File: src/rtl/multicycle_control_fsm.sv
// Multicycle processor control unit: Moore FSM that sequences fetch, decode,
// execute, memory access and write-back for R-type, lw, sw, beq, j and addi.
// Memory states stall on mem_ready. Optional build macro BNE_SUPPORT_EN adds a
// BNE state (encoding 13) and a branch_ne output that tells the datapath to
// qualify pc_write_cond with zero=0 instead of zero=1.
//
// Handshake: mem_read/mem_write are held high while the FSM waits in FETCH,
// MEM_RD or MEM_WR; the access completes in the cycle mem_ready=1, and the FSM
// leaves the state on that clock edge. No other handshake exists.
module multicycle_control_fsm (
    input  logic       clk,
    input  logic       rst_n,
    input  logic [5:0] opcode,
    input  logic       zero,
    input  logic       mem_ready,
    output logic       pc_write,
    output logic       pc_write_cond,
    output logic       ir_write,
    output logic       i_or_d,
    output logic       mem_read,
    output logic       mem_write,
    output logic       mem_to_reg,
    output logic       reg_dest,
    output logic       reg_write,
    output logic       alu_src_a,
    output logic [1:0] alu_src_b,
    output logic [1:0] alu_op,
    output logic [1:0] pc_src,
`ifdef BNE_SUPPORT_EN
    output logic       branch_ne,
`endif
    output logic [3:0] state
);

    typedef enum logic [3:0] {
        IDLE     = 4'd0,
        FETCH    = 4'd1,
        DECODE   = 4'd2,
        MEM_ADDR = 4'd3,
        MEM_RD   = 4'd4,
        MEM_WB   = 4'd5,
        MEM_WR   = 4'd6,
        EXEC     = 4'd7,
        ALU_WB   = 4'd8,
        BRANCH   = 4'd9,
        JUMP     = 4'd10,
        ADDI_EX  = 4'd11,
        ADDI_WB  = 4'd12
`ifdef BNE_SUPPORT_EN
        ,
        BNE      = 4'd13
`endif
    } state_t;

    localparam logic [5:0] OP_RTYPE = 6'b000000;
    localparam logic [5:0] OP_LW    = 6'b100011;
    localparam logic [5:0] OP_SW    = 6'b101011;
    localparam logic [5:0] OP_BEQ   = 6'b000100;
    localparam logic [5:0] OP_ADDI  = 6'b001000;
    localparam logic [5:0] OP_J     = 6'b000010;
`ifdef BNE_SUPPORT_EN
    localparam logic [5:0] OP_BNE   = 6'b000101;
`endif

    localparam logic [1:0] SRC_B_REG   = 2'b00;
    localparam logic [1:0] SRC_B_FOUR  = 2'b01;
    localparam logic [1:0] SRC_B_IMM   = 2'b10;
    localparam logic [1:0] SRC_B_IMMSH = 2'b11;

    localparam logic [1:0] ALU_ADD   = 2'b00;
    localparam logic [1:0] ALU_SUB   = 2'b01;
    localparam logic [1:0] ALU_FUNCT = 2'b10;

    localparam logic [1:0] PC_ALU    = 2'b00;
    localparam logic [1:0] PC_ALUOUT = 2'b01;
    localparam logic [1:0] PC_JUMP   = 2'b10;

    state_t state_q;
    state_t state_d;

    // State register; async reset forces IDLE so all decoded outputs drop at once.
    always_ff @(posedge clk or negedge rst_n) begin
        if (!rst_n) begin
            state_q <= IDLE;
        end else begin
            state_q <= state_d;
        end
    end

    assign state = state_q;

    // Next-state logic; unused encodings fall back to IDLE.
    always_comb begin
        state_d = IDLE;
        case (state_q)
            IDLE:     state_d = FETCH;
            FETCH:    state_d = mem_ready ? DECODE : FETCH;
            DECODE: begin
                case (opcode)
                    OP_RTYPE:     state_d = EXEC;
                    OP_LW, OP_SW: state_d = MEM_ADDR;
                    OP_BEQ:       state_d = BRANCH;
                    OP_ADDI:      state_d = ADDI_EX;
                    OP_J:         state_d = JUMP;
`ifdef BNE_SUPPORT_EN
                    OP_BNE:       state_d = BNE;
`endif
                    default:      state_d = FETCH;
                endcase
            end
            MEM_ADDR: state_d = (opcode == OP_LW) ? MEM_RD : MEM_WR;
            MEM_RD:   state_d = mem_ready ? MEM_WB : MEM_RD;
            MEM_WB:   state_d = FETCH;
            MEM_WR:   state_d = mem_ready ? FETCH : MEM_WR;
            EXEC:     state_d = ALU_WB;
            ALU_WB:   state_d = FETCH;
            BRANCH:   state_d = FETCH;
            JUMP:     state_d = FETCH;
            ADDI_EX:  state_d = ADDI_WB;
            ADDI_WB:  state_d = FETCH;
`ifdef BNE_SUPPORT_EN
            BNE:      state_d = FETCH;
`endif
            default:  state_d = IDLE;
        endcase
    end

    // Output decode from state; only FETCH's ir_write/pc_write look at mem_ready.
    // zero is consumed by the datapath's branch gating, not here.
    always_comb begin
        pc_write      = 1'b0;
        pc_write_cond = 1'b0;
        ir_write      = 1'b0;
        i_or_d        = 1'b0;
        mem_read      = 1'b0;
        mem_write     = 1'b0;
        mem_to_reg    = 1'b0;
        reg_dest      = 1'b0;
        reg_write     = 1'b0;
        alu_src_a     = 1'b0;
        alu_src_b     = SRC_B_REG;
        alu_op        = ALU_ADD;
        pc_src        = PC_ALU;
`ifdef BNE_SUPPORT_EN
        branch_ne     = 1'b0;
`endif
        case (state_q)
            FETCH: begin
                mem_read  = 1'b1;
                alu_src_b = SRC_B_FOUR;
                ir_write  = mem_ready;
                pc_write  = mem_ready;
            end
            DECODE: begin
                alu_src_b = SRC_B_IMMSH;
            end
            MEM_ADDR, ADDI_EX: begin
                alu_src_a = 1'b1;
                alu_src_b = SRC_B_IMM;
            end
            MEM_RD: begin
                mem_read = 1'b1;
                i_or_d   = 1'b1;
            end
            MEM_WB: begin
                reg_write  = 1'b1;
                mem_to_reg = 1'b1;
            end
            MEM_WR: begin
                mem_write = 1'b1;
                i_or_d    = 1'b1;
            end
            EXEC: begin
                alu_src_a = 1'b1;
                alu_op    = ALU_FUNCT;
            end
            ALU_WB: begin
                reg_write = 1'b1;
                reg_dest  = 1'b1;
            end
            ADDI_WB: begin
                reg_write = 1'b1;
            end
            BRANCH: begin
                alu_src_a     = 1'b1;
                alu_op        = ALU_SUB;
                pc_write_cond = 1'b1;
                pc_src        = PC_ALUOUT;
            end
`ifdef BNE_SUPPORT_EN
            BNE: begin
                alu_src_a     = 1'b1;
                alu_op        = ALU_SUB;
                pc_write_cond = 1'b1;
                pc_src        = PC_ALUOUT;
                branch_ne     = 1'b1;
            end
`endif
            JUMP: begin
                pc_write = 1'b1;
                pc_src   = PC_JUMP;
            end
            default: begin
            end
        endcase
    end

endmodule

File: config.mk
export PLATFORM = sky130hd
export DESIGN_NAME = multicycle_control_fsm
export DESIGN_NICKNAME = d
export VERILOG_FILES = /design/src/rtl/multicycle_control_fsm.sv
export SDC_FILE = /design/constraint.sdc
export NUM_CORES = 1
export LEC_CHECK = 0
export CAP_MARGIN = 20
export CORE_MARGIN = 1.5
export CORE_UTILIZATION = 31
export DETAILED_ROUTE_END_ITERATION = 10
export PLACE_DENSITY_LB_ADDON = 0.1
export SLEW_MARGIN = 20
export SYNTH_ARGS = -nofsm -noshare
export SYNTH_HDL_FRONTEND = slang
export SYNTH_SLANG_ARGS = --single-unit
File: constraint.sdc
create_clock -name clk -period 1.3 [get_ports clk]
set_clock_uncertainty 0.1 [all_clocks]
set_input_delay 0.26 -clock clk [delete_from_list [all_inputs] [get_ports clk]]
set_output_delay 0.26 -clock clk [all_outputs]
set_load 0.005 [all_outputs]
==> impl_metrics.py, run 1 <==
metrics = {
    "run_status": {
        "status": "aborted with a tool error",
        "stop_stage": "5_1_grt",
        "error": "[ERROR DPL-0038] Utilization greater than 100%, impossible to legalize",
    },
    "floorplan": {
        "floorplan.rows": 13,
        "pin_count": 30,
        "die_h_um": 41.91,
        "die_width_um": 41.91,
        "initial_core_util_pct": 34.75,
    },
    "yosys": {
        "ys_types": 29,
        "seq_area_frac_synth_pct": 21.33,
        "syn_nets": 76,
        "synth_top_family_by_area": "simple AND/OR/NAND/NOR gates",
        "synth_common_cells": "nor2_1 (11), nor3_1 (6), nand2b_1 (5)",
        "synth_area_per_cell_um2": 7.109,
        "synth-xor-area-share_pct": 3.733,
        "yosys-mux-area-fraction_pct": 0,
        "syn_area_um2": 469.2,
        "synth_edf_count": 0,
        "synth.ff_latch_count": 4,
        "synth_compound_gate_area_share_pct": 28.00,
        "yosysMostFrequentCell": "nor2_1",
        "synth_flop_cell": "dfrtp_1",
        "netlist.top_cell.by_area": "dfrtp_1",
        "synth.area.top_cells": "dfrtp_1 (21%), nor2_1 (8.8%), nand2b_1 (6.7%)",
        "synthSimpleGateAreaFrac_pct": 38.93,
        "synth_fa_ha_area_share_pct": 0,
        "synth_top_area_share_pct": 21.33,
        "syn_inst": 66,
        "yosys_warnings": 0,
        "async_reset_ff_share_pct": 100.0,
    },
    "cts": {
        "cts_sinks": 4,
        "h-tree-depth": 1,
        "numCtsBuffers": 3,
        "cts_buffer_depth": 2,
        "cts_root_buffer": "clkbuf_4",
    },
    "place": {
        "gp_congestion": 0.8498,
        "dp_slack_ns": -0.6654,
        "post-dp-hpwl_um": 1252,
        "port_buffers": 28,
    },
    "timing": {
        "endpoint_type": "top-level output",
        "worst_endpoint": "ir_write",
    },
    "grt": {
        "grt_max_degree": 8,
    },
}
==> logic make-up after synthesis <==
| group | Yosys count |
|---|---|
| simple gates | 35 |
| compound gates | 18 |
| flops | 4 |
| buf+inv | 7 |
| xor+xnor | 2 |
==> per-stage QoR <==
step	cells	instance area [um^2]	util [%]	TNS (ns)
floorplan	66	481.7	-	0
global placement	129	934.6	69.23	-9.276
detailed placement	129	934.6	69.23	-9.412
CTS	155	1256	93.05	-5.100
==> repair_timing <==
action | in CTS
endpoints found under the hold margin | 0
buffers inserted | 24
endpoints found under the setup margin | 24
gates resized for setup | 130
pin swaps | 16
hold buffers | 0
==> inputs of run 2 (changes only) <==
Settings changed: CORE_AREA set to 2 2 63 65, CORE_MARGIN 1.5 to unset, CORE_UTILIZATION 31 to unset, DIE_AREA set to 0 0 65 67, PLACE_DENSITY_LB_ADDON 0.1 to 0.15.
Clock period 1.3 ns to 1.69 ns, I/O delays scaled along.
==> run 2 against run 1 <==
Net effect: the run now ends clean; area after synthesis unchanged; synthesized cell count unchanged.
==> impl_metrics.py, run 2 <==
metrics = {
    "critical_path": {
        "reg2reg_from": "state[0]",
        "worstPathRequired_ns": 1.25,
        "slowest_delay_ns": 0.42,
        "startpoint": "state[1]",
        "cpMaxStageDelayCell": "dfrtp_2",
        "crit_path_start_kind": "register",
        "crit_fanout": 4,
        "crit_type": "reg2out",
        "cp-end-kind": "output pin",
        "crit_chain": "nand3b_1 -> buf_4 -> nor3_2 -> buf_2",
        "arrival_ns": 1.22,
    },
    "cts": {
        "cts_buffer_depth": 2,
        "cts_root_buffer": "clkbuf_8",
        "insertion_delay_ns": 0.21,
        "h-tree-depth": 1,
        "cts_tree": "done",
        "numCtsBuffers": 3,
        "cts_sinks": 4,
        "clk_pin_slew_ns": 0.03,
    },
    "place": {
        "post-dp-hpwl_um": 1335,
        "port_buffers": 28,
        "gp_congestion": 0.7224,
        "dp.cells": 158,
        "post_dp_cell_area_um2": 940.9,
    },
    "layout": {
        "regArea_um2": 105.1,
        "multi_input_area_um2": 422.9,
        "final.fill_count": 390,
        "largest_reg_flops": 4,
        "n_antenna_cell": 0,
        "drive_above_1_share_pct": 57.25,
        "final_common_cell": "buf_4",
        "area_growth_pct": 157.3,
        "fin_area_um2": 1207,
        "most-common-layout-cells": "buf_4 (27), buf_6 (11), nor2_1 (8), dlygate4sd2_1 (8), buf_2 (8)",
        "finalNetCount": 143,
        "stdcell_count": 179,
    },
    "grt": {
        "grt_use_met1_pct": 11.19,
        "grt_pass1_wl_um": 3201,
        "grt_overflow_total": 0,
        "track_usage_pct": 9.615,
        "grt_max_degree": 10,
        "use_met2_pct": 16.24,
        "met3_usage_pct": 3.041,
        "grt.busiest_layer": "met2",
        "grt_pass1_vias": 711,
        "antenna_found_initial": 0,
    },
    "yosys": {
        "netlist.top_cell.by_area": "dfrtp_1",
        "synth.area.top_cells": "dfrtp_1 (21%), nor2_1 (8.8%), nand2b_1 (6.7%)",
        "ys_types": 29,
        "yosysMostFrequentCell": "nor2_1",
        "yosys_warnings": 0,
        "async_reset_ff_share_pct": 100.0,
        "synth.ff_latch_count": 4,
        "synth_flop_cell": "dfrtp_1",
        "syn_area_um2": 469.2,
        "synth_top_area_share_pct": 21.33,
        "syn_inst": 66,
        "seq_area_frac_synth_pct": 21.33,
        "syn_nets": 76,
        "synth_area_per_cell_um2": 7.109,
        "synth_common_cells": "nor2_1 (11), nor3_1 (6), nand2b_1 (5)",
        "synth_edf_count": 0,
    },
    "timing": {
        "period_needed_ns": 1.659,
        "fmax_mhz": 602.7,
        "setup_viol": 0,
        "slew_headroom_pct": 75.58,
        "worstMarginPinSlew_ns": 0.3655,
        "rsz0062_at_grt": "true",
        "finalCritPeriodShare_pct": 98.17,
        "slew_viol_final": 0,
        "whs_ns": 0.2271,
        "hold_viol": 0,
    },
    "drt": {
        "ant_nets": 0,
        "drtIter0Drc": 32,
        "wl_per_cell_um": 11.09,
        "drc": 0,
        "viasPerCell": 4.089,
        "vias": 732,
        "wl_um": 1985,
        "dr.pass1.iters": 4,
    },
    "pwr": {
        "p_leak_nw": 0.5860,
        "p_per_area_nw_per_um2": 1439,
        "peakVddDrop_mv": 0.2909,
        "finalPower_mw": 1.738,
    },
    "floorplan": {
        "pin_count": 30,
        "initial_core_util_pct": 13.01,
        "floorplan.rows": 22,
        "die_width_um": 65,
        "dieArea_um2": 4355,
        "core-area_um2": 3606,
        "die_h_um": 67,
    },
    "run_status": {
        "status": "finished, final reports clean",
    },
    "worst_hold_path": {
        "hp-class": "in2async",
    },
    "run": {
        "max_cap_violations": 0,
    },
}
-- run 2: cell counts after synthesis --
No cell type changed its count.
-- run 2: layout make-up --
class,count,area share [%]
flip-flops and latches,4,8.705
well taps,48,4.974
inverters,1,0.3109
repair buffers,68,47.56
clock buffers,3,3.420
multi-input cells,55,35.03
-- run 2: report_power, final --
| part | internal (mW) | switching (mW) | leakage (nW) |
|---|---|---|---|
| registers | 0.139 | 0.0673 | 0.0456 |
| logic | 0.807 | 0.528 | 0.519 |
| clock network | 0.151 | 0.0451 | 0.0216 |
| total | 1.10 | 0.640 | 0.586 |
-- run 2: logic make-up (layout without fill, tap and decap cells) --
logic type / count (synthesis) / after routing / synth area share [%]
compound gates: 18 / 18 / 28.00
simple gates: 35 / 35 / 38.94
xor+xnor: 2 / 2 / 3.734
flops: 4 / 4 / 21.33
buf+inv: 7 / 72 / 7.997
-- run 2: per-layer routing --
metal	wire, um	vias to the layer above
met3	151	2
met1	893	328
li1	-	373
met2	917	29
met5	0	-
met4	22	0
-- run 2: timing repair --
| item | CTS | global route |
|---|---|---|
| resized for setup | 65 | 26 |
| pin swaps | 3 | 6 |
| setup endpoints to repair | 18 | 15 |
| hold buffers | 0 | 0 |
| setup buffers | 14 | 6 |
-- run 2: worst paths after layout --
kind / end / slack (ns) / depth (start not counted)
worst max-delay path: ir_write / 0.03 / 4
min in group clk: state[2] / 0.59 / 4
max in group asynchronous: state[0] / 1.08 / 1
worst min register to register: state[0] / 0.67 / 3
worst min-delay path: state[3] / 0.23 / 1
worst max register to register: state[0] / 0.05 / 5
-- run 2: per-stage QoR --
step / TNS (ns) / setup slack (ns) / util, %
after floorplan: 0 / 0.2258 / -
after global placement: -2.603 / -0.4247 / 26.09
after detailed placement: -2.613 / -0.4336 / 26.09
after CTS: -0.2412 / -0.1109 / 32.10
after global routing: -0.1714 / -0.04170 / 33.48
final: 0 / 0.03088 / 33.48
-- run 2: worst max-delay path: cells and delay by family, from the launching register on --
| family | cells | cell delay (ns) |
|---|---|---|
| buffers and inverters | 2 | 0.29 |
| flip-flops | 1 | 0.42 |
| AND/OR/NAND/NOR | 2 | 0.29 |
Note: power is estimated with default switching activity, not from simulation.
==> inputs of run 3 (changes only) <==
Clock period 1.69 ns to 1.7 ns, I/O delays scaled along.
==> run 3 against run 2 <==
Net effect: the run now ends with setup timing left; utilization increased by 0.31 points; register-to-register slack lost 0.07 ns; largest cell class unchanged; critical path depth rose by 2; power rose by 2.6%; flip-flop and latch count is the same; global-route usage rose by 0.40 points; cell count is 2.2% higher; clock power about the same; combinational power is 5% higher; via count rose by 5.5%; non-clock buffer count is 4 higher.
==> impl_metrics.py, run 3 (synthesis gave the netlist of run 2 again) <==
metrics = {
    "drt": {
        "viasPerCell": 4.219,
        "wl_per_cell_um": 11.87,
        "drc": 0,
        "drtIter0Drc": 34,
        "wl_um": 2173,
        "maxUsedRoutingLayer": "met4",
        "ant_nets": 0,
        "vias": 772,
        "wl_met2_um": 1050,
        "route.met3.wl_um": 164,
        "dr.pass1.iters": 5,
        "wl_met1_um": 913,
    },
    "critical_path": {
        "reg2reg_from": "state[2]",
        "cp-end-kind": "output pin",
        "regToRegSetupSlack_ns": -0.02,
        "arrival_ns": 1.39,
        "crit_type": "reg2out",
        "rr_worst_depth": 7,
        "crit_fanout": 5,
        "crit_path_start_kind": "register",
        "worstPathRequired_ns": 1.26,
        "r2r_end": "state[0]",
    },
    "floorplan": {
        "core-area_um2": 3606,
        "initial_core_util_pct": 13.01,
        "floorplan.rows": 22,
        "dieArea_um2": 4355,
        "pin_count": 30,
        "die_h_um": 67,
        "die_width_um": 65,
    },
    "pwr": {
        "p_per_area_nw_per_um2": 1464,
        "peakVddDrop_mv": 0.2640,
        "finalPower_mw": 1.784,
        "p_leak_nw": 0.6038,
    },
    "cts": {
        "clk_pin_slew_ns": 0.03,
        "cts_root_buffer": "clkbuf_8",
        "numCtsBuffers": 3,
        "insertion_delay_ns": 0.21,
        "postCtsHoldBufs": 0,
        "cts_sinks": 4,
        "cts_tree": "done",
        "cts_buffer_depth": 2,
        "h-tree-depth": 1,
    },
    "timing": {
        "fmax_mhz": 547.1,
        "finalCritPeriodShare_pct": 107.5,
        "tns_ns": -0.2896,
        "slew_headroom_pct": 74.34,
        "hold_viol": 0,
        "slew_viol_final": 0,
        "worstMarginPinSlew_ns": 0.3850,
        "setup_viol": 6,
        "rsz0062_at_grt": "true",
        "setup_ws_ns": -0.1279,
        "period_needed_ns": 1.828,
    },
    "layout": {
        "most-common-layout-cells": "buf_4 (33), buf_6 (10), nor2_1 (9)",
        "largest_reg_flops": 4,
        "final_common_cell": "buf_4",
        "finalNetCount": 147,
        "n_antenna_cell": 0,
        "area_growth_pct": 159.7,
        "drive_above_1_share_pct": 60.00,
        "final.fill_count": 399,
    },
    "place": {
        "port_buffers": 28,
        "post-dp-hpwl_um": 1350,
        "gp_congestion": 0.7223,
    },
    "grt": {
        "grt_pass1_vias": 694,
        "grt_pass1_wl_um": 3256,
        "grt_max_degree": 10,
        "antenna_found_initial": 0,
        "grt_overflow_total": 0,
        "track_usage_pct": 10.01,
    },
    "run_status": {
        "violations": "setup timing",
        "status": "complete, but fails checks",
    },
    "run": {
        "max_cap_violations": 0,
    },
    "worst_hold_path": {
        "hp-class": "in2async",
    },
}
## run 3: cell count changes in the layout (fill, tap and decap cells not counted), moves of 2 or more
cell / previous run / this run
buf_4: 27 / 33
dlygate4sd2_1: 8 / 3
clkbuf_2: 4 / 8
a21oi_1: 4 / 2
a21oi_2: 0 / 2
buf_2: 8 / 6
## run 3: final cells by class
| cell class | instances | area (um^2) | share of cell area (%) |
|---|---|---|---|
| repair buffers | 72 | 586.8 | 48.15 |
| well taps | 48 | 60.06 | 4.928 |
| inverters | 1 | 3.754 | 0.3080 |
| clock buffers | 3 | 41.29 | 3.388 |
| multi-input cells | 55 | 422.9 | 34.70 |
| flip-flops and latches | 4 | 103.9 | 8.522 |
## run 3: stage by stage
stage	instance area, um^2	utilization, %	hold WS (ns)	setup slack (ns)	std cells
after floorplan	469.2	-	-0.05559	0.2338	66
after global placement	940.9	26.09	0.4500	-0.4187	158
after detailed placement	940.9	26.09	0.4589	-0.4328	158
after CTS	1114	30.88	0.2324	-0.1692	172
after global routing	1219	33.80	0.2300	-0.1777	183
final	1219	33.80	0.2288	-0.1279	183
## run 3: per-layer routing
layer  vias to the layer above  track usage, %
met3                         4           2.703
met2                        45           17.53
met5                         -               0
met4                         0           4.521
met1                       341           11.30
li1                        382               -
## run 3: how the worst max path moves through the flow
| stage | startpoint | to | slack, ns | depth (start not counted) |
|---|---|---|---|---|
| 2_1_floorplan | state[3] | alu_src_b[0] | 0.23 | 3 |
| 3_3_place_gp | mem_ready | pc_write | -0.42 | 5 |
| 3_5_place_dp | mem_ready | pc_write | -0.43 | 5 |
| 4_1_cts | state[0] | pc_write | -0.17 | 5 |
| 5_1_grt | state[2] | mem_read | -0.18 | 6 |
| 6_report | state[2] | mem_read | -0.13 | 6 |
## run 3: worst max-delay path: stages (launching register included)
cell	delay [ns]
dfrtp_2	0.42
buf_6	0.13
buf_6	0.10
buf_6	0.11
xnor2_2	0.11
nor3_1	0.16
buf_2	0.14
## run 3: what timing repair did
action	CTS	global route
pin swaps	4	6
resized for setup	58	32
endpoints found under the setup margin	18	11
buffers inserted	11	11
endpoints found under the hold margin	0	0
## run 3: power breakdown
group	total (mW)	internal [mW]	switching [mW]	leakage, nW
sequential	0.181	0.136	0.0450	0.0469
combinational	1.40	0.828	0.576	0.535
clock	0.198	0.151	0.0475	0.0216
==> inputs of run 4 (changes only) <==
Settings changed: MAX_ROUTING_LAYER set to met4.
Clock period 1.7 ns to 1.97 ns, I/O delays scaled along.
==> run 4 against run 3 <==
Net effect: the flow now finishes without violations; global-route usage is 1.9 points lower; setup slack better by 0.20 ns; combinational power fell by 31%; clock power decreased by 17%; register-to-register slack improved by 0.38 ns; sequential power hardly changed; largest cell class unchanged; largest power group unchanged.
==> impl_metrics.py, run 4 (synthesis gave the netlist of run 2 again) <==
metrics = {
    "run_status": {
        "status": "finished, final reports clean",
    },
    "drt": {
        "vias": 683,
        "viasPerCell": 4.018,
        "dr.pass1.iters": 4,
        "wl_per_cell_um": 10.91,
        "wl_um": 1854,
        "drtIter0Drc": 19,
        "ant_nets": 0,
        "drc": 0,
    },
    "critical_path": {
        "crit_type": "reg2out",
        "critical-path-top-delay-family": "buffers and inverters",
        "cpMostUsedCell": "buf_4",
        "crit_path_start_kind": "register",
        "slowest_delay_ns": 0.42,
        "startpoint": "state[2]",
        "cpMaxStageDelayCell": "dfrtp_2",
        "crit_buf_inv": 3,
        "reg2reg_from": "state[1]",
        "arrival_ns": 1.40,
        "cp-end-kind": "output pin",
        "worstPathRequired_ns": 1.48,
        "crit_chain": "buf_4 -> buf_4 -> xnor2_1 -> nor3_1 -> dlygate4sd2_1",
        "crit_fanout": 6,
        "rr_worst_depth": 6,
        "path_depth": 5,
    },
    "layout": {
        "drive_above_1_share_pct": 40.98,
        "most-common-layout-cells": "buf_4 (28), clkdlybuf4s50_1 (12), dlymetal6s2s_1 (11)",
        "largest_reg_flops": 4,
        "final.fill_count": 401,
        "finalNetCount": 134,
        "area_growth_pct": 138.7,
        "n_antenna_cell": 0,
        "final_common_cell": "buf_4",
    },
    "timing": {
        "period_needed_ns": 1.895,
        "fmax_mhz": 527.6,
        "whs_ns": 0.2892,
        "rsz0062_at_grt": "false",
        "setup_viol": 0,
        "slew_headroom_pct": 74.03,
        "slew_viol_final": 0,
        "hold_viol": 0,
        "tns_ns": 0,
        "worstMarginPinSlew_ns": 0.3866,
        "finalCritPeriodShare_pct": 96.21,
    },
    "cts": {
        "h-tree-depth": 1,
        "clk_pin_slew_ns": 0.03,
        "cts_sinks": 4,
        "cts_root_buffer": "clkbuf_8",
        "cts_buffer_depth": 2,
        "insertion_delay_ns": 0.21,
        "postCtsHoldBufs": 0,
        "numCtsBuffers": 3,
        "cts_tree": "done",
    },
    "run": {
        "max_cap_violations": 0,
    },
    "place": {
        "post-dp-hpwl_um": 1355,
        "port_buffers": 28,
        "gp_congestion": 0.7702,
    },
    "pwr": {
        "p_per_area_nw_per_um2": 1172,
        "peakVddDrop_mv": 0.2041,
        "p_leak_nw": 0.6624,
        "finalPower_mw": 1.312,
    },
    "floorplan": {
        "floorplan.rows": 22,
        "initial_core_util_pct": 13.01,
        "dieArea_um2": 4355,
        "core-area_um2": 3606,
        "die_h_um": 67,
        "pin_count": 30,
        "die_width_um": 65,
    },
    "grt": {
        "antenna_found_initial": 0,
        "track_usage_pct": 8.080,
        "grt_pass1_wl_um": 2766,
        "grt_max_degree": 11,
        "grt_pass1_vias": 585,
        "grt_overflow_total": 0,
    },
    "worst_hold_path": {
        "hp-class": "in2async",
    },
}
## run 4: cell types whose count changed in the layout (fill, tap and decap cells not counted), sizes merged
cell / change
dlygate4sd2: -1
dlymetal6s2s: +9
clkdlybuf4s50: +4
buf: -19
clkdlybuf4s15: -1
clkbuf: -5
## run 4: what timing repair did
item	CTS	global route
pin swaps	1	2
setup buffers	6	10
endpoints found under the hold margin	0	0
gates resized for setup	13	27
setup endpoints to repair	16	13
## run 4: final cells by class
class	instances	area, um^2	area share, %
clock buffer	3	41.29	3.687
inverter	1	3.754	0.3352
multi-input combinational	55	375.4	33.52
sequential	4	105.1	9.386
tap	48	60.06	5.363
timing repair buffer	59	534.3	47.71
## run 4: per-layer routing
| metal | wire (um) | up-vias | part of all wire, % | track usage, % |
|---|---|---|---|---|
| met1 | 876 | 302 | 47 | 11.10 |
| li1 | - | 354 | - | - |
| met3 | 128 | 0 | 6.9 | 0.6757 |
| met4 | 0 | 0 | 0 | 2.394 |
| met5 | 0 | - | 0 | - |
| met2 | 850 | 27 | 46 | 12.63 |
## run 4: worst paths after layout
path / end / slack (ns)
setup / recovery: mem_read / 0.07
hold / removal: state[1] / 0.29
setup reg to reg: state[1] / 0.36
hold reg to reg: state[2] / 0.57
max in group asynchronous: state[2] / 1.30
min in group clk: state[2] / 0.57
## run 4: worst register-to-register path, stage by stage (launching register included)
cell	delay (ns)
dfrtp_2	0.44
buf_4	0.15
nand3b_1	0.19
buf_4	0.16
buf_4	0.12
a2bb2oi_1	0.12
o221ai_1	0.21
## run 4: metrics by stage
stage	setup WS, ns	cell area, um^2	std cells	utilization, %
2_1_floorplan	0.4498	469.2	66	-
3_3_place_gp	-0.2628	888.4	151	24.64
3_5_place_dp	-0.2697	888.4	151	24.64
4_1_cts	-0.09824	983.4	160	27.27
5_1_grt	0.007505	1120	170	31.05
6_report	0.07459	1120	170	31.05
## run 4: where the power goes
part	switching, mW	total (mW)	internal, mW
Combinational	0.370	0.967	0.597
Sequential	0.0611	0.181	0.120
Clock	0.0350	0.165	0.130
